File: src/rtl/pong_pkg.sv
// Shared definitions for the pong design: debounce FSM state encoding and
// default 100 MHz timing constants for the button conditioners.
package pong_pkg;

  typedef enum logic [1:0] {
    ZERO  = 2'd0,
    WAIT1 = 2'd1,
    ONE   = 2'd2,
    WAIT0 = 2'd3
  } db_state_t;

  // 10 ms debounce, 500 ms to first repeat, 100 ms between repeats
  localparam int DEBOUNCE_CYCLES_DEF = 1_000_000;
  localparam int REPEAT_DELAY_DEF    = 50_000_000;
  localparam int REPEAT_PERIOD_DEF   = 10_000_000;

  function automatic int max_int(input int a, input int b);
    return (a > b) ? a : b;
  endfunction

endpackage

File: src/rtl/sync_2ff.sv
// Two-flop synchronizer for a single asynchronous bit; both flops clear to 0
// on the asynchronous active-high reset.
module sync_2ff (
  input  logic clk,
  input  logic rst,
  input  logic d,
  output logic q
);

  logic sync_p0;
  logic sync_p1;

  // first flop may go metastable, second flop gives it a cycle to settle
  always_ff @(posedge clk or posedge rst) begin
    if (rst) begin
      sync_p0 <= 1'b0;
      sync_p1 <= 1'b0;
    end else begin
      sync_p0 <= d;
      sync_p1 <= sync_p0;
    end
  end

  assign q = sync_p1;

endmodule

File: src/rtl/btn_conditioner.sv
// Push-button conditioner: synchronizes a raw button, debounces it with a
// four-state FSM and produces a stable level, a press pulse and an action
// pulse. Define BTN_AUTOREPEAT_EN to add auto-repeat action pulses while the
// button stays held; without it act_tick is a copy of db_tick.
module btn_conditioner
  import pong_pkg::*;
#(
  parameter int DEBOUNCE_CYCLES = DEBOUNCE_CYCLES_DEF,
  parameter int REPEAT_DELAY    = REPEAT_DELAY_DEF,
  parameter int REPEAT_PERIOD   = REPEAT_PERIOD_DEF
) (
  input  logic clk_100Mhz,
  input  logic reset,
  input  logic btn,
  output logic db_level,
  output logic db_tick,
  output logic act_tick
);

  localparam int CW = $clog2(DEBOUNCE_CYCLES);
  localparam logic [CW-1:0] DB_LAST = CW'(DEBOUNCE_CYCLES - 1);

  // elaboration-time parameter sanity checks
  if (DEBOUNCE_CYCLES < 2) begin : g_bad_debounce
    $error("btn_conditioner: DEBOUNCE_CYCLES must be at least 2");
  end
  if (REPEAT_DELAY < 2) begin : g_bad_delay
    $error("btn_conditioner: REPEAT_DELAY must be at least 2");
  end
  if (REPEAT_PERIOD < 2) begin : g_bad_period
    $error("btn_conditioner: REPEAT_PERIOD must be at least 2");
  end

  logic          btn_s;
  db_state_t     state;
  logic [CW-1:0] db_cnt;
  logic          accept_press;

  sync_2ff u_sync (
    .clk (clk_100Mhz),
    .rst (reset),
    .d   (btn),
    .q   (btn_s)
  );

  // the edge on which a press is accepted: last stable sample in WAIT1
  assign accept_press = (state == WAIT1) && btn_s && (db_cnt == DB_LAST);

  // debounce FSM; db_cnt is cleared on every entry to a WAIT state, so it
  // never needs to wrap
  always_ff @(posedge clk_100Mhz or posedge reset) begin
    if (reset) begin
      state    <= ZERO;
      db_cnt   <= '0;
      db_level <= 1'b0;
      db_tick  <= 1'b0;
    end else begin
      db_tick <= 1'b0;
      case (state)
        ZERO: begin
          if (btn_s) begin
            state  <= WAIT1;
            db_cnt <= '0;
          end
        end
        WAIT1: begin
          if (!btn_s) begin
            state <= ZERO;
          end else if (db_cnt == DB_LAST) begin
            state    <= ONE;
            db_level <= 1'b1;
            db_tick  <= 1'b1;
          end else begin
            db_cnt <= db_cnt + 1'b1;
          end
        end
        ONE: begin
          if (!btn_s) begin
            state  <= WAIT0;
            db_cnt <= '0;
          end
        end
        WAIT0: begin
          if (btn_s) begin
            state <= ONE;
          end else if (db_cnt == DB_LAST) begin
            state    <= ZERO;
            db_level <= 1'b0;
          end else begin
            db_cnt <= db_cnt + 1'b1;
          end
        end
        default: begin
          state <= ZERO;
        end
      endcase
    end
  end

`ifdef BTN_AUTOREPEAT_EN
  localparam int RW = $clog2(max_int(REPEAT_DELAY, REPEAT_PERIOD));
  localparam logic [RW-1:0] RD_LAST = RW'(REPEAT_DELAY - 1);
  localparam logic [RW-1:0] RP_LAST = RW'(REPEAT_PERIOD - 1);

  logic [RW-1:0] rep_cnt;
  logic          rep_first;
  logic          rep_hit;

  // first interval after a press is REPEAT_DELAY, later ones REPEAT_PERIOD
  assign rep_hit = rep_first ? (rep_cnt == RD_LAST) : (rep_cnt == RP_LAST);

  // repeat timer: runs in ONE, holds in the WAIT states, clears in ZERO
  always_ff @(posedge clk_100Mhz or posedge reset) begin
    if (reset) begin
      rep_cnt   <= '0;
      rep_first <= 1'b1;
      act_tick  <= 1'b0;
    end else begin
      act_tick <= 1'b0;
      if (accept_press) begin
        act_tick  <= 1'b1;
        rep_cnt   <= '0;
        rep_first <= 1'b1;
      end else if (state == ONE) begin
        if (rep_hit) begin
          act_tick  <= 1'b1;
          rep_cnt   <= '0;
          rep_first <= 1'b0;
        end else begin
          rep_cnt <= rep_cnt + 1'b1;
        end
      end else if (state == ZERO) begin
        rep_cnt   <= '0;
        rep_first <= 1'b1;
      end
    end
  end
`else
  logic unused_accept;
  assign unused_accept = accept_press;
  assign act_tick      = db_tick;
`endif

endmodule
File: config.mk
export PLATFORM = sky130hd
export DESIGN_NAME = btn_conditioner
export DESIGN_NICKNAME = d
export VERILOG_FILES = /design/src/rtl/pong_pkg.sv /design/src/rtl/sync_2ff.sv /design/src/rtl/btn_conditioner.sv
export SDC_FILE = /design/constraint.sdc
export NUM_CORES = 1
export LEC_CHECK = 0
export BUFFER_PORTS_ARGS = -buffer_cell sky130_fd_sc_hd__buf_2
export CAP_MARGIN = 25
export CORE_MARGIN = 8
export CORE_UTILIZATION = 57
export CTS_BUF_LIST = sky130_fd_sc_hd__clkbuf_8
export CTS_CLUSTER_DIAMETER = 150
export CTS_CLUSTER_SIZE = 10
export DETAILED_ROUTE_END_ITERATION = 10
export GPL_TIMING_DRIVEN = 0
export PLACE_DENSITY_LB_ADDON = 0.2
export SLEW_MARGIN = 5
export SYNTH_ARGS = -nofsm -noshare
export SYNTH_HDL_FRONTEND = slang
export SYNTH_SLANG_ARGS = --single-unit
export TNS_END_PERCENT = 1
File: constraint.sdc
create_clock -name clk_100Mhz -period 2.3 [get_ports clk_100Mhz]
set_clock_uncertainty 0.15 [all_clocks]
set_input_delay 0.115 -clock clk_100Mhz [delete_from_list [all_inputs] [get_ports clk_100Mhz]]
set_output_delay 0.115 -clock clk_100Mhz [all_outputs]
set_load 0.1 [all_outputs]
Word level (Yosys, flattened, before mapping)

Index checks and enable logic that the tools add are counted.

Register bits after elaboration: 26
Input port bits: 3
Output and inout port bits: 3
Logic and storage cells: 45

Add/sub/neg operators: 1
Eq/ne operators: 12
Multiplexer cells: 21
Reduce and logical (&&, ||, !) cells: 5

Operators with widths:

| kind                    | number |
|---|---|
| $mux W20                | 5 |
| $pmux W20 S4            | 1 |
| $add A20 B1 Y20 const B | 1 |
| $eq A20 B20 Y1 const B  | 1 |
| $mux W2                 | 6 |
| $pmux W2 S4             | 1 |
| $reduce_and A4 Y1       | 2 |
| $mux W1                 | 7 |
| $ne A2 B1 Y1 const B    | 3 |
| $ne A2 B2 Y1 const B    | 3 |
| $reduce_and A5 Y1       | 1 |
| $eq A2 B2 Y1 const B    | 2 |
| $ne A3 B2 Y1 const B    | 1 |
| $ne A3 B3 Y1 const B    | 1 |
| $eq A2 B1 Y1 const B    | 1 |
| $logic_not A2 Y1        | 1 |
| $pmux W1 S2             | 1 |
| $reduce_bool A2 Y1      | 1 |

Depth between registers and ports, before layout

Word-level depth: 4
Gate-level depth with buffers: 7

Cells and area by module

A second synthesis with hierarchy kept.

Cell total of the unflattened synthesis: 158
Area total of the unflattened synthesis: 1447.6 um^2

Modules (own cells, without submodules):

| module          | instances | cells each | area an instance (um^2) | seq. area each (um^2) |
|---|---|---|---|---|
| btn_conditioner | 1         | 155        | 1393.8                  | 600.6 |
| sync_2ff        | 1         | 3          | 53.8                    | 50.0 |

Worst setup path before layout

Ideal clock, no wire load.

Kind: reg2reg
Start: register db_cnt[0]
End: register db_cnt[0]
Setup time: 121 ps
Arrival time: 1854 ps
Data required time: 2029 ps
Path slack: 175 ps
Cell stages (with the launch flop): 8
Buffers on the path: 1
Period minus slack after synthesis: 2125 ps
Path through: dfrtp_1 -> ha_1 -> inv_1 -> or2_1 -> buf_2 -> nor4_4 -> mux2_1 -> a22o_1

Longest elaborated chain between the ends: 4
Elaborated cells between the ends (all ways): 6
Classes of those cells: add/sub: 1; eq/ne: 1; mux: 4

Ends and longest elaborated chain:

| what                                                     | RTL line                                     | text |
|---|---|---|
| from (decl)                                              | btn_conditioner.sv:36                        | `logic [CW-1:0] db_cnt;` |
| from (signal assigned)                                   | btn_conditioner.sv:74                        | `db_cnt <= db_cnt + 1'b1;` |
| from (signal assigned)                                   | btn_conditioner.sv:90                        | `db_cnt <= db_cnt + 1'b1;` |
| $add A20 B1 Y20 / $eq A20 B20 Y1 (equally long branches) | -                                            |  |
| $mux W20 *                                               | btn_conditioner.sv:69, btn_conditioner.sv:86 |  |
| $mux W20, on equally long branches                       | btn_conditioner.sv:84, btn_conditioner.sv:67 |  |
| $pmux W20 S4 *                                           | btn_conditioner.sv:59                        | `case (state)` |

Every way passes the cells marked *; elsewhere a longest branch is shown, timed or not. The select of a mux whose other input is x is not followed.
A chain may end at the register's enable or synchronous reset.

Worst setup path after layout

Ends and elaborated chain as after synthesis.

==> results.json <==
{
  "status": "finished, final reports clean",
  "num_vias": 1234,
  "vias_per_cell": 6.26,
  "yosys.cell_types.count": 39,
  "syn_area_per_cell_um2": 9.14,
  "tritoncts": "done",
  "muxShareOfSynthArea_pct": 2.65,
  "cts_root_buffer": "clkbuf_8",
  "yosysWarningCount": 0,
  "maxCapViolCount": 0,
  "area_growth_pct": 11.2,
  "synth_cells": 155,
  "path_max_fanout": 7,
  "fin_nets": 172,
  "hold_viol": 0,
  "clk-insertion-delay-late_ps": 270,
  "core_area_um2": 2410,
  "r2r-start": "db_cnt[0]$_DFFE_PP0P_",
  "r2r_cells": 7,
  "cts_inserted_buffers": 3,
  "syn_area_um2": 1420,
  "rsz0062_at_grt": "false",
  "postCtsSetupRepairBufs": 0,
  "htreeDepth": 1,
  "dp.cells": 190,
  "die_h_um": 65.9,
  "finalMaxSlewViolations": 0,
  "rows": 18,
  "p_leak_uw": 0.000689,
  "synth_seq_cells": 26,
  "antennaDiodeCount": 0,
  "cts_buffer_depth": 2,
  "vdd_drop_max_mv": 0.452,
  "clkTransAtPathRegs_ps": 90,
  "criticalPathCategory": "reg2reg",
  "first_pass_iters": 4,
  "regToRegEndpoint": "db_cnt[0]$_DFFE_PP0P_",
  "path_cells": "ha_1 > inv_1 > or2_1 > buf_2 > nor4_4 > mux2_1 > a22o_1",
  "tightestPinTransition_ps": 734,
  "synth_compound_area_share_pct": 13.1,
  "setup_viol": 0,
  "final_cells": 197,
  "hpwl_um": 2170,
  "critPathLaunchType": "flop",
  "grt_pass1_vias": 1152,
  "setup_slack_ps": 83.8,
  "ys_seq_area_share_pct": 45.9,
  "layout_worst_path_cycle_share_pct": 96.4,
  "critPathMaxStageDelay_ps": 450,
  "arrival_ps": 2230,
  "grt_use_total_pct": 15.8,
  "drt_iter0_markers": 54,
  "crit_path_top_delay_cell": "dfrtp_1",
  "cp_top_family": "simple AND/OR/NAND/NOR gates",
  "synth_top_family_by_area": "simple AND/OR/NAND/NOR gates",
  "synthFlopType": "dfrtp_1",
  "gp_congestion": 0.928,
  "whs_path_depth": 0,
  "grt_pass1_wl_um": 5440,
  "synth-xor-area-share_pct": 3.09,
  "grt_max_degree": 27,
  "synth-simple-area-share_pct": 29.8,
  "initial_core_util_pct": 58.8,
  "drt_wl_total_um": 3130,
  "fmax_mhz": 451,
  "synthArstFlopShare_pct": 100,
  "power.density_nw_per_um2": 532,
  "clock_sinks": 26,
  "die_w_um": 65.9,
  "drc": 0,
  "fin_tns_setup_ps": 0,
  "crit_cells": 7,
  "ant_nets": 0,
  "place_ws_ps": -3.78,
  "io-pin-count": 6,
  "die_area_um2": 4340,
  "hold_class": "reg2reg",
  "min_to": "u_sync.q$_DFF_PP0_",
  "synth_adder_area_share_pct": 0.883,
  "end_kind": "flop",
  "grt-ovfl-total": 0,
  "wl_per_cell_um": 15.9,
  "portBuffers": 5,
  "crit_buf_inv": 2,
  "antenna_found_initial": 0,
  "synth-edff-count": 0,
  "max_slew_margin_pct": 50.7,
  "drive_gt1_share_pct": 11.4,
  "min_from": "u_sync.sync_p0$_DFF_PP0_",
  "reg2reg_setup_slack_ps": 80,
  "synth_nets": 159,
  "cp.required_ps": 2320,
  "min_period_ps": 2220
}
-- report_power, final --
| part | switching, µW | internal [µW] | leakage [µW] |
|---|---|---|---|
| registers | 13.7 | 467 | 0.000354 |
| clock network | 145 | 153 | 0.0000288 |
| logic | 38.3 | 21.4 | 0.000306 |
| total | 197 | 642 | 0.000689 |
-- sequential cells by signal (all words and copies together), names as in the netlist, named ones only --
| signal | cells |
|---|---|
| db_level | 1 |
| u_sync.q | 1 |
| db_cnt | 20 |
| state | 1 |
| u_sync.sync_p0 | 1 |
| act_tick | 1 |
-- worst register-to-register path, cell delays in order, from the launching register on --
cell	delay (ps)
dfrtp_1	450
ha_1	200
inv_1	80
or2_1	220
buf_2	180
nor4_4	290
mux2_1	360
a22o_1	180
-- how the worst max path moves through the flow --
stage | from | to | slack [ps]
2_1_floorplan | db_cnt[0]$_DFFE_PP0P_ | db_cnt[0]$_DFFE_PP0P_ | 170
3_3_place_gp | db_cnt[0]$_DFFE_PP0P_ | db_cnt[0]$_DFFE_PP0P_ | 20
3_5_place_dp | db_cnt[0]$_DFFE_PP0P_ | db_cnt[0]$_DFFE_PP0P_ | -4
4_1_cts | db_cnt[0]$_DFFE_PP0P_ | db_cnt[0]$_DFFE_PP0P_ | 100
5_1_grt | db_cnt[0]$_DFFE_PP0P_ | db_cnt[0]$_DFFE_PP0P_ | 5
6_report | db_cnt[0]$_DFFE_PP0P_ | db_cnt[0]$_DFFE_PP0P_ | 80
-- cell usage after synthesis (all sizes together) (4+ instances only) --
library cell,count,area share (%)
dfrtp,26,46
nand2,17,4.5
nand3,12,4.2
nor2,12,3.2
nand4,10,4.4
nor3,8,3.2
clkbuf,7,1.9
inv,6,1.6
or3,6,2.7
a21oi,5,1.8
a22o,4,2.5
o21ai,4,1.4
xor2,4,2.5
-- metal layers --
metal	part of all wire (%)	up-vias	global-route usage [%]	routed length (µm)
li1	-	585	-	-
met1	46	582	20.4	1420
met2	46	53	24.1	1440
met3	5.7	14	3.73	177
met4	2.8	0	7.63	89
met5	0	-	0	0
-- timing repair --
| action | CTS | global route |
|---|---|---|
| hold endpoints to repair | 27 | 0 |
| gates cloned | 0 | 0 |
| gates resized for setup | 0 | 1 |
| setup endpoints to repair | 1 | 1 |
| hold buffers | 2 | 0 |
| pin swaps | 1 | 0 |
-- layout by cell type (no fill, tap or decap), types with 2 or more instances in the layout --
cell type,count
a21oi_1,5
xor2_1,4
nand2b_1,2
nor3_1,7
o41ai_1,2
dfrtp_1,26
o21ai_0,4
nor2_1,12
dlygate4sd3_1,2
or3_1,6
nand2_1,17
o311ai_0,3
o211ai_1,2
inv_1,6
a22o_1,4
nand4_1,10
buf_2,6
clkbuf_1,7
and3_1,3
clkbuf_8,4
o31ai_1,2
nor2b_1,2
nand3_1,12
-- through the flow --
stage               instance area, µm²  hold WS, ps  utilization [%]  power, µW
floorplan                         1420        -3.57                -        526
global placement                  1480         74.1             61.4        541
detailed placement                1480         74.3             61.4        544
CTS                               1550          218             64.5        841
global route                      1580          222             65.4        877
finish                            1580          218             65.4        838
-- area by class of cell --
type	instances	area (µm²)
Inverter	6	22.5
Sequential cell	26	651
Multi-Input combinational cell	113	707
Clock buffer	4	55.1
Timing Repair Buffer	8	60.1
Tap cell	30	37.5
Fill cell	191	835
Buffer	10	42.5
-- cell families after synthesis --
logic type | count (synthesis)
flip-flops | 26
adder cells (fa/ha/maj) | 1
XOR/XNOR | 5
buffers and inverters | 16
AND/OR/NAND/NOR | 78
multiplexers | 3
AO/OA/AOI/OAI | 26
Power figures use the tool's default switching activity.
